## config.mk

```make
export PLATFORM = sky130hd
export DESIGN_NAME = frame_packer
export DESIGN_NICKNAME = d
export VERILOG_FILES = /design/src/rtl/frame_pkg.sv /design/src/rtl/crc16_w16.sv /design/src/rtl/frame_packer.sv
export SDC_FILE = /design/constraint.sdc
export NUM_CORES = 1
export LEC_CHECK = 0
export CAP_MARGIN = 20
export CELL_PAD_IN_SITES_DETAIL_PLACEMENT = 0
export CELL_PAD_IN_SITES_GLOBAL_PLACEMENT = 1
export CORE_ASPECT_RATIO = 1.2
export CORE_MARGIN = 2
export CORE_UTILIZATION = 35
export CTS_CLUSTER_DIAMETER = 60
export CTS_CLUSTER_SIZE = 28
export DETAILED_ROUTE_END_ITERATION = 7
export GPL_ROUTABILITY_DRIVEN = 0
export PLACE_DENSITY_LB_ADDON = 0.05
export SLEW_MARGIN = 10
export SYNTH_ARGS = -nofsm -noshare
export SYNTH_HDL_FRONTEND = slang
export SYNTH_HIERARCHICAL = 1
export SYNTH_SLANG_ARGS = --single-unit
```

## constraint.sdc

```tcl
create_clock -name clk_in -period 4.5 [get_ports clk_in]
set_clock_uncertainty 0.1 [all_clocks]
set_input_delay 0.9 -clock clk_in [delete_from_list [all_inputs] [get_ports clk_in]]
set_output_delay 0.9 -clock clk_in [all_outputs]
set_load 0.005 [all_outputs]
```

## src/rtl/frame_pkg.sv

```systemverilog
// Shared definitions for the framed 16-bit stream: markers, packer states and
// the word-parallel CRC-16 used by both sender and checker.
package frame_pkg;

    localparam int unsigned WORD_W = 16;
    localparam int unsigned CHAN_W = 8;
    localparam int unsigned PAY_W  = 128;
    localparam int unsigned LEN_W  = 4;
    localparam int unsigned CNT_W  = 3;

    localparam logic [31:0]       HEADER_DEFAULT  = 32'hE0E0E0E0;
    localparam logic [31:0]       TRAILER_DEFAULT = 32'h0E0E0E0E;
    localparam logic [WORD_W-1:0] CRC_POLY        = 16'h1021;

    typedef enum logic [3:0] {
        PK_IDLE = 4'd0,
        PK_HDR0 = 4'd1,
        PK_HDR1 = 4'd2,
        PK_CHAN = 4'd3,
        PK_DATA = 4'd4,
        PK_CRC  = 4'd5,
        PK_TRL0 = 4'd6,
        PK_TRL1 = 4'd7,
        PK_GAP  = 4'd8
    } pk_state_t;

    // x^16+x^12+x^5+1, one 16-bit word per call, word MSB first, no reflection
    function automatic logic [WORD_W-1:0] crc16_step(input logic [WORD_W-1:0] crc,
                                                     input logic [WORD_W-1:0] word);
        logic [WORD_W-1:0] c;
        c = crc;
        for (int i = WORD_W - 1; i >= 0; i--) begin
            c = {c[WORD_W-2:0], 1'b0} ^ ((c[WORD_W-1] ^ word[i]) ? CRC_POLY : '0);
        end
        return c;
    endfunction

endpackage

```

## src/rtl/crc16_w16.sv

```systemverilog
// CRC-16 accumulator advancing one full payload word per enabled cycle.
module crc16_w16
    import frame_pkg::*;
(
    input  logic              clk,
    input  logic              rst_n,
    input  logic              clr,
    input  logic              en,
    input  logic [WORD_W-1:0] word,
    output logic [WORD_W-1:0] crc
);

    always_ff @(posedge clk or negedge rst_n) begin
        if (!rst_n) begin
            crc <= '0;
        end else if (clr) begin
            crc <= '0;
        end else if (en) begin
            crc <= crc16_step(crc, word);
        end
    end

endmodule

```

## src/rtl/frame_packer.sv

```systemverilog
// Serialises one payload descriptor into the framed stream:
// header, channel, payload words (MSW first), CRC-16, trailer, idle gap.
module frame_packer
    import frame_pkg::*;
#(
    parameter logic [31:0]       HEADER    = HEADER_DEFAULT,
    parameter logic [31:0]       TRAILER   = TRAILER_DEFAULT,
    parameter logic [WORD_W-1:0] IDLE_WORD = 16'h0000,
    parameter int unsigned       GAP_WORDS = 1
) (
    input  logic              clk_in,
    input  logic              rst_n,
    input  logic              start,
    output logic              ready,
    input  logic [CHAN_W-1:0] channel,
    input  logic [PAY_W-1:0]  payload,
    input  logic [LEN_W-1:0]  len_words,
    output logic [WORD_W-1:0] data_out,
    output logic              data_out_vld,
    output logic              done,
    output logic              cfg_err
);

    pk_state_t         state, state_nxt;
    logic [CNT_W-1:0]  cnt, cnt_nxt;
    logic [3:0]        gap_cnt, gap_nxt;
    logic [CHAN_W-1:0] chan_q;
    logic [PAY_W-1:0]  pay_q;
    logic              load, reject, desc_ok;
    logic              crc_clr, crc_en;
    logic [WORD_W-1:0] crc_word, crc;
    logic [WORD_W-1:0] word_c;
    logic              vld_c;

    assign desc_ok  = $onehot(channel) && (len_words >= 4'd1) && (len_words <= 4'd8);
    assign crc_word = pay_q[{cnt, 4'b0000} +: WORD_W];

    crc16_w16 u_crc (
        .clk   (clk_in),
        .rst_n (rst_n),
        .clr   (crc_clr),
        .en    (crc_en),
        .word  (crc_word),
        .crc   (crc)
    );

    always_ff @(posedge clk_in or negedge rst_n) begin
        if (!rst_n) begin
            state   <= PK_IDLE;
            cnt     <= '0;
            gap_cnt <= '0;
            chan_q  <= '0;
            pay_q   <= '0;
        end else begin
            state   <= state_nxt;
            cnt     <= cnt_nxt;
            gap_cnt <= gap_nxt;
            if (load) begin
                chan_q <= channel;
                pay_q  <= payload;
            end
        end
    end

    // Next state; the GAP state covers only GAP_WORDS-1 cycles because the
    // IDLE cycle that accepts the next descriptor supplies the last idle word.
    always_comb begin
        state_nxt = state;
        cnt_nxt   = cnt;
        gap_nxt   = gap_cnt;
        load      = 1'b0;
        reject    = 1'b0;
        crc_clr   = 1'b0;
        crc_en    = 1'b0;
        case (state)
            PK_IDLE: begin
                if (start && ready) begin
                    if (desc_ok) begin
                        state_nxt = PK_HDR0;
                        cnt_nxt   = CNT_W'(len_words - 4'd1);
                        load      = 1'b1;
                        crc_clr   = 1'b1;
                    end else begin
                        reject = 1'b1;
                    end
                end
            end
            PK_HDR0: state_nxt = PK_HDR1;
            PK_HDR1: state_nxt = PK_CHAN;
            PK_CHAN: state_nxt = PK_DATA;
            PK_DATA: begin
                crc_en = 1'b1;
                if (cnt == '0) begin
                    state_nxt = PK_CRC;
                end else begin
                    cnt_nxt = cnt - 1'b1;
                end
            end
            PK_CRC:  state_nxt = PK_TRL0;
            PK_TRL0: state_nxt = PK_TRL1;
            PK_TRL1: begin
                if (GAP_WORDS > 1) begin
                    state_nxt = PK_GAP;
                    gap_nxt   = 4'(GAP_WORDS - 2);
                end else begin
                    state_nxt = PK_IDLE;
                end
            end
            PK_GAP: begin
                if (gap_cnt == '0) begin
                    state_nxt = PK_IDLE;
                end else begin
                    gap_nxt = gap_cnt - 1'b1;
                end
            end
            default: state_nxt = PK_IDLE;
        endcase
    end

    // Word selected by the current state, registered on the next edge
    always_comb begin
        word_c = IDLE_WORD;
        vld_c  = 1'b1;
        case (state)
            PK_HDR0: word_c = HEADER[31:16];
            PK_HDR1: word_c = HEADER[15:0];
            PK_CHAN: word_c = {8'h00, chan_q};
            PK_DATA: word_c = crc_word;
            PK_CRC:  word_c = crc;
            PK_TRL0: word_c = TRAILER[31:16];
            PK_TRL1: word_c = TRAILER[15:0];
            default: vld_c  = 1'b0;
        endcase
    end

    always_ff @(posedge clk_in or negedge rst_n) begin
        if (!rst_n) begin
            data_out     <= IDLE_WORD;
            data_out_vld <= 1'b0;
            ready        <= 1'b1;
            done         <= 1'b0;
            cfg_err      <= 1'b0;
        end else begin
            data_out     <= word_c;
            data_out_vld <= vld_c;
            ready        <= (state_nxt == PK_IDLE);
            done         <= (state == PK_TRL1);
            cfg_err      <= reject;
        end
    end

endmodule

```

After elaboration in Yosys (flattened, before gate mapping)
Cells that the tools add are included.
Widths: inputs -> output; s select.

storage, ports and cells
  flip-flop bits (word level) = 183
  bits of input ports = 143
  output and inout port bits = 20
  logic and storage cells = 119

operators by class
  add/sub/neg operators = 10
  magnitude comparators = 2
  equality and inequality tests = 12
  shift operators = 1
  multiplexer cells = 36
  bitwise operators = 33
  reduce and logical (&&, ||, !) cells = 14

operators with widths
  operator             number
  $xor 16x16->16       16
  $mux 13              16
  $shiftx 128x8->16    1
  $pmux 16 s5          1
  $mux 16              2
  $pmux 4 s8           1
  $eq 4x3->1 const B   4
  $mux 4               4
  $xor 1x1->1          16
  $logic_not 4->1      3
  $mux 3               3
  $add 1x1->2          4
  $eq 4x1->1 const B   2
  $eq 4x2->1 const B   2
  $mux 1               8
  $reduce_or 7->1      1
  $add 2x2->3          2
  $ne 2x2->1 const B   3
  $pmux 3 s2           1
  $sub 3x1->3 const B  2
  $add 3x3->4          1
  $eq 4x4->1 const B   1
  $ge 4x1->1 const B   1
  $le 4x4->1 const B   1
  other kinds (8)      12

Longest topological paths before layout
Gate-level depths: netlist of the first run.

  depth after elaboration = 51
  depth in mapped cells = 15
  gate-level depth less buffers = 14

Hierarchy
The synthesis of the first run kept the hierarchy.

modules (own cells, without submodules)
  module        times used  cells each  area an instance (um^2)  sequential area each (um^2)
  frame_packer  1           820         7968.9                   4180.3
  crc16_w16     1           113         1247.4                   400.4

Worst setup path before layout of the first run
No wires, ideal clock.

  path kind = input to register
  start point = in channel[0]
  end point = reg u_crc.crc[0]
  setup time = 0.142 ns
  arrival time = 4.123 ns
  data required time = 4.258 ns
  setup slack = 0.136 ns
  stages = 13
  cell sequence = inv_1 fa_1 fa_1 fa_1 inv_1 ha_1 inv_1 fa_1 nand3_1 nor4b_1 clkbuf_1 clkbuf_1 a211oi_1

on the way
  word-level cells in the longest chain between the ends = 10
  elaborated cells on any way between the ends = 11
  classes of those cells = add/sub: 3; eq/ne: 1; mux: 4; reduce/logical: 3

ends and longest elaborated chain
  element                                              RTL line            RTL
  start, declared                                      frame_packer.sv:15  input logic [CHAN_W-1:0] channel,
  $add 1x1->2 (implied by the code) (*)                frame_packer.sv:35  assign desc_ok = $onehot(channel) && (len_words >= 4'd1) && (len_words <= 4'd8);
  $add 2x2->3 (implied by the code) (*)                frame_packer.sv:35
  $add 3x3->4 (implied by the code) (*)                frame_packer.sv:35
  $eq 4x1->1 (*)                                       frame_packer.sv:35
  $logic_and 1x1->1 (*) (2 in a row)                   frame_packer.sv:35
  $mux 1 (*)                                           frame_packer.sv:78  if (desc_ok) begin
  $mux 1 (*)                                           frame_packer.sv:77  if (start && ready) begin
  $mux 1 (*)                                           frame_packer.sv:75  case (state)
  via crc_clr                                          frame_packer.sv:30  logic crc_clr, crc_en;
  $mux 16 / $reduce_bool 2->1 (equally long branches)  n/a
  end signal, assigned                                 crc16_w16.sv:19     crc <= crc16_step(crc, word);
  end, declared                                        crc16_w16.sv:10     output logic [WORD_W-1:0] crc

Mark *: on every way through the listed nets, which the timed path passes. The rest lies on a longest branch.
A chain may end at the register's enable or synchronous reset.

Worst setup path after layout of the first run
  start point = in channel[0]
  end point = reg pay_q[28]

on the way
  word-level cells in the longest chain between the ends = 9

ends and longest elaborated chain
  element                            RTL line            RTL
  $add 1x1->2 (implied by the code)  frame_packer.sv:35
  $add 2x2->3 (implied by the code)  frame_packer.sv:35
  $add 3x3->4 (implied by the code)  frame_packer.sv:35
  $eq 4x1->1                         frame_packer.sv:35
  $logic_and 1x1->1 (2 in a row)     frame_packer.sv:35
  $mux 1                             frame_packer.sv:78
  $mux 1                             frame_packer.sv:77
  $mux 1                             frame_packer.sv:75
  end signal, assigned               frame_packer.sv:60  pay_q <= payload;
  end, declared                      frame_packer.sv:28  logic [PAY_W-1:0] pay_q;

Every way passes these cells.

==> metrics.txt, run 1 <==
Final Cycle Share between 90% and 100%; Die Wd 152.1 µm; CTS Buf Count 17; clock buffer depth 2; Slew @ Worst Pin around 0.85 ns; fin cells 1,452; CTS tree built; met3 usage approximately 3.2%; ratio of cells with drive above 1 in the final layout around 14%; critical path data arrival time 4.55 ns; Synthesis Warnings 6; Max-Cap Viols 0; achievable frequency between 200 and 250 MHz; synthesized area per cell 9.878 µm²; CORE AREA 26,110 µm²; overall power around 0.0088 W; detailed placement HPWL 18,620 µm; WL per Instance between 15 and 20 µm; Unique masters post-synth 57; H-tree depth 4; Crit. End Element flip-flop; clock-pin slew on the worst setup and hold paths approximately 0.08 ns; Via density 4.722; Syn Inst Count around 930; maximum vdd drop roughly 430 µV; top cell type's share of synthesized area 49.42%; commonest cells after routing, fill and taps aside nand2_1 (416), dfrtp_1 (180), clkdlybuf4s50_1 (158), nor2_1 (36), buf_4 (33); die extent in y approximately 180 µm; largest net degree at the start of global routing 95; post-synthesis sequential area ratio ~50%; die area ~28,000 µm²; most common flop cell mapped by yosys dfrtp_1; met1 usage between 20% and 30%; RSZ-0062 raised after global routing no; Min-Delay Path Class reg2reg; port bufs 162; main area contributors after synthesis dfrtp_1 (49%), nand2_1 (17%), mux4_2 (7.8%); FF+latch count, synth roughly 180; fin crit period ~4.3 ns; Startpoint Class input pin; I/O pin cnt between 150 and 200; Layout area overhead 29.93%; Syn Nets 1,085; Critical Path RT 4.78 ns; hold_buf cts 0; number of global-route vias before repair a little over 7,000; number of remaining DRC errors 0; initial antenna violation count 0; status finished, final reports clean; Sink Count ~180; initial core utilization a little over a third; CTS root buffer clkbuf_16; Final #Nets around 1,300; global-route usage over all layers between 10% and 20%; Power Density ~740 nW/µm²; most used routing layer met2; first-pass GRT wire length 40,390 µm; WS Path Type in2reg; GRT overflow 0; # rows 65; commonest non-fill, non-tap cell in the layout nand2_1; number of synthesized flops with an enable pin 0; setup violators final 0; drt initial violations 338; GRT met2 Usage 32.74%; clk_lat worst skew 0.43 ns; routed vias around 7,000; DRT antenna net count 0; cell taking the most area after synthesis dfrtp_1; 1st-pass router iterations 5; relative slew slack a little over two fifths; Slew Viols, Final 0; number of cells after detailed placement 1,410; Mapped Area about 9200 µm²; Final Hold Fails 0; Post-synth ARST share 100.0%; Crit Path Max Fanout 24; leakage roughly 5.8 nW; final wirelength 25,670 µm; diodes inserted 0
## through the flow
step           setup TNS, ns  hold WS [ns]  area [µm²]  setup WS [ns]  util, %
4_1_cts                    0        0.3671       11810      0.0002984    45.23
3_5_place_dp          -62.31        0.3514       11240        -0.4417    43.06
2_1_floorplan              0        0.3326        9216         0.1355        -
6_report                   0        0.3626       11980         0.2282    45.87
3_3_place_gp          -62.54        0.3440       11240        -0.4448    43.06
5_1_grt                    0        0.3837       11980        0.04590    45.87
## logic make-up (layout without fill, tap and decap cells)
group	count (synthesis)	in the layout	synth area share (%)
multiplexers	56	56	10.68
AO/OA/AOI/OAI	64	64	4.792
adder cells (fa/ha/maj)	9	9	1.548
XOR/XNOR	52	52	6.612
buffers and inverters	77	260	5.186
AND/OR/NAND/NOR	492	493	21.48
flip-flops	183	183	49.70
## final timing paths
kind | startpoint | to | slack, ns | depth (start not counted)
hold / removal | pay_q[33] | pay_q[33] | 0.36 | 2
max in group asynchronous | rst_n | pay_q[12] | 2.96 | 2
setup reg to reg | cnt[0] | u_crc/crc[15] | 0.60 | 8
hold reg to reg | pay_q[33] | pay_q[33] | 0.36 | 2
setup / recovery | channel[0] | pay_q[28] | 0.23 | 17
min in group asynchronous | rst_n | data_out[13] | 0.41 | 1
## flip-flops by register name, summed over array words and instances, names as in the netlist
| signal | flops |
|---|---|
| data_out | 16 |
| done | 1 |
| gap_cnt | 4 |
| chan_q | 8 |
| data_out_vld | 1 |
| cnt | 3 |
| u_crc/crc | 16 |
| pay_q | 128 |
| cfg_err | 1 |
| state | 4 |
| ready | 1 |
## metal layers
layer | vias up | wire (µm)
met5 | - | 0
met2 | 141 | 13080
met1 | 3333 | 11510
met3 | 12 | 851
met4 | 0 | 232
li1 | 3371 | -
## worst max-delay path: stages
cell and delay (ns):
dlymetal6s2s_1 0.10, inv_2 0.05, fa_1 0.54, fa_1 0.43, fa_1 0.43, inv_1 0.08, ha_2 0.17, inv_1 0.05
fa_2 0.53, nand4_1 0.18, buf_4 0.21, nor4_4 0.18, buf_12 0.17, buf_6 0.16, clkbuf_16 0.20, nand2_1 0.08
nand2_1 0.07
## cells in the mapped netlist, drive strengths merged, types with 7 or more instances
cell type / count
mux4: 32
clkbuf: 14
inv: 19
buf: 42
nand2b: 7
o21ai: 21
xor2: 12
xnor2: 33
mux2: 19
nand2: 418
a21oi: 11
nor3: 10
a211oi: 11
dfrtp: 182
nor2: 36
## final cells by class
class | instances | area [µm²]
repair buffers | 207 | 2126
multi-input cells | 674 | 4197
inverters | 21 | 83.83
fillers | 2534 | 14130
clock inverters | 14 | 137.6
well taps | 335 | 419.2
flip-flops and latches | 183 | 4583
clock buffers | 18 | 429.2
## where the power goes
group          internal [W]  leakage (nW)  switching [W]
Combinational       0.00239          3.11        0.00227
Sequential          0.00228          2.42       0.000455
Clock              0.000734         0.269       0.000721
Total               0.00540          5.79        0.00344
## timing repair
item / in CTS / in global routing
buffers inserted: 0 / 6
gates resized for setup: 0 / 13
setup endpoints to repair: 0 / 153
(Power assumes the default switching activity.)
==> inputs of run 2 (changes only) <==
SLEW_MARGIN = unset   (was 10)
==> results of run 2 <==
The final DEF is identical to that of run 1; final timing and power are the same.
==> edit (config.mk and constraints of run 2) <==
Set the package constant `LEN_W` to 8 (it was 4).
--- a/src/rtl/frame_pkg.sv
+++ b/src/rtl/frame_pkg.sv
@@ -5,7 +5,7 @@
     localparam int unsigned WORD_W = 16;
     localparam int unsigned CHAN_W = 8;
     localparam int unsigned PAY_W  = 128;
-    localparam int unsigned LEN_W  = 4;
+    localparam int unsigned LEN_W  = 8;
     localparam int unsigned CNT_W  = 3;
 
     localparam logic [31:0]       HEADER_DEFAULT  = 32'hE0E0E0E0;
Ports: changed (resized len_words); port bits go from 163 to 167. No check against the original RTL was run, so the function may have changed too.
==> edit against run 2 <==
- synthesized area is 1.5% lower
- register-to-register slack worse by 90 ps
- sequential cell count did not move
- largest power group unchanged
- worst setup slack worse by 100 ps
- first-iteration DRC count is 1.5% lower
- largest cell class unchanged
- non-clock buffer count is 18 higher
- sequential share of layout area is 1.1 points lower
- combinational power shrank 43%
- utilization increased by 2.5 points
- final area grew 2.9%
- die area decreased by 1.5%
- power down 29%
- routed wire length rose by 0.63%
==> edit: results (changes against run 2) <==
Placed design
  • Post-DP HPWL: 18.42 mm (-1.1%)
  • Post-place instance area: 11220 um^2 (-0.17%)
  • Setup WS pre-CTS: -669.7 ps (-228.0 ps)
  • PortBufs: 166 (+2.5%)
  • Placed Cells incl. Taps: 1428 (+1.3%)

Min path
  • Worst hold stages: 2 (unchanged)
  • Hold Path Class: reg -> reg

Clock tree
  • Post-CTS setup buffer count: 16 (+16)
  • Post-CTS sizing: 35 (+35)
  • CTS H-tree lvls: 4 (unchanged)
  • CTS Buf Count: 17 (unchanged)
  • Clock Pin Slew Worst Setup and Hold Paths: ~70 ps
  • Clock root cell: clkbuf_16
  • Clock Path Buffers: 2 (unchanged)
  • Clk Latency, worst-skew pair: 430 ps (about the same)

Layout
  • # nets final: 1297 (+3.3%)
  • Largest registers: pay_q x128, data_out x16, u_crc/crc x16
  • Share of cells above drive strength 1: 13.78% (-0.46 points)
  • Final Non-Filler Cells: 1484 (+2.2%)
  • Ant. Diodes: 0 (unchanged)

Outcome
  • Outcome: complete, no violations

Yosys
  • Commonest cells post-synth: nand2_1 (457), dfrtp_1 (182), mux4_2 (32)
  • Post-synthesis sequential area ratio: 50.45% (+0.75 points)
  • Ys Warns: 6 (unchanged)
  • Post-synthesis adder-cell area fraction: 1.571% (+0.023 points)
  • Synth top area cells: dfrtp_1 (50%), nand2_1 (19%), mux4_2 (7.9%), xnor2_1 (2.3%), xor2_1 (1.4%)
  • Top FF cell, synth: dfrtp_1
  • Synth Net Count: 1108 (+2.1%)
  • Ys async rst share: 100.0% (unchanged)
  • Multiplexer area fraction after synthesis: 9.248% (-1.4 points)
  • Cell count after synthesis: 952 (+2.0%)
  • Synth Area in Compound Gates: 4.465% (-0.33 points)
  • Netlist cell types: 48 (-16%)
  • Post-synthesis xor/xnor area fraction: 6.808% (+0.20 points)

STA
  • Setup TNS Final: 0 ps (unchanged)
  • Relative slew margins: 36.15% (-6.9 points)

Setup path
  • WP data arrival: 4640 ps (+90 ps)
  • Worst-path fanout max: 4 (-83%)
  • FF-to-FF path depth: 9 (+1)

Global routing
  • Global-route wire length before repair: 41.66 mm (+3.2%)
  • Tot GR Track Use: 20.10% (+1.3 points)
  • Vias in the first global route: 7521 (+4.1%)
  • Initial antenna violation count: 0 (unchanged)
  • Largest net degree at the start of global routing: 79 (-17%)

Routing
  • Vias per std cell: 4.763 (+0.85%)
  • TritonRoute pass-1 iters: 4 (-1)
  • 1st-iter DRT viols: 333 (-1.5%)
  • Routed len/inst: 17.41 um (-1.5%)
  • Post-route DRC: 0 (unchanged)

Power and ir drop
  • VDD IR-drop max: 0.4326 mV (+0.74%)
  • Switching Fraction: 35.40% (-3.5 points)
  • Post-layout power: 6.304 mW (-29%)
  • Clock Power Share: 24.1% (+7.7 points)
  • P_seq: 2.11 mW (-23%)
  • Cell leakage power: 6.012 nW (+3.7%)
## edit: cell count changes after synthesis, sizes merged, moves of 3 or more
cell           run 2  this run
a31oi              1         4
nor2              36        30
buf               42        27
a21oi             11         5
nor3              10         7
inv               19        23
and2               0         4
xor2              12        15
mux2              19         7
nand2            418       457
clkbuf            14        28
## edit: area by class of cell
cell class / instances / area, um^2
fillers: 2479 / 13140
flip-flops and latches: 183 / 4583
multi-input cells: 690 / 4154
repair buffers: 225 / 2486
clock buffers: 18 / 439.2
well taps: 330 / 412.9
clock inverters: 14 / 156.4
inverters: 24 / 95.09
## edit: routing by layer
layer	vias up	wire length, um	GRT usage (%)
li1	3452	-	-
met4	0	206	4.449
met5	-	0	0
met3	10	603	2.937
met2	120	14040	35.64
met1	3486	10980	25.87
## edit: critical path, stage by stage
cell and delay, ps:
dlygate4sd2_1 200, inv_2 50, fa_1 550, fa_1 430
fa_1 440, inv_1 70, ha_2 180, inv_2 40
fa_2 540, nand4b_4 120, nor4_4 300, buf_6 150
buf_6 100, buf_8 100, buf_6 90, buf_12 120
clkbuf_16 140, nand2_1 50, nand2_1 60
## edit: worst paths after layout
path	start	to	slack, ps
min reg2reg	pay_q[47]$_DFFE_PN0P_	pay_q[47]$_DFFE_PN0P_	360
min	pay_q[47]$_DFFE_PN0P_	pay_q[47]$_DFFE_PN0P_	360
max in group asynchronous	rst_n	pay_q[105]$_DFFE_PN0P_	2890
min in group asynchronous	rst_n	data_out[8]$_DFF_PN0_	400
max reg2reg	cnt[0]$_DFFE_PN0P_	u_crc/crc[15]$_DFFE_PN0P_	510
max	channel[3]	pay_q[120]$_DFFE_PN0P_	130
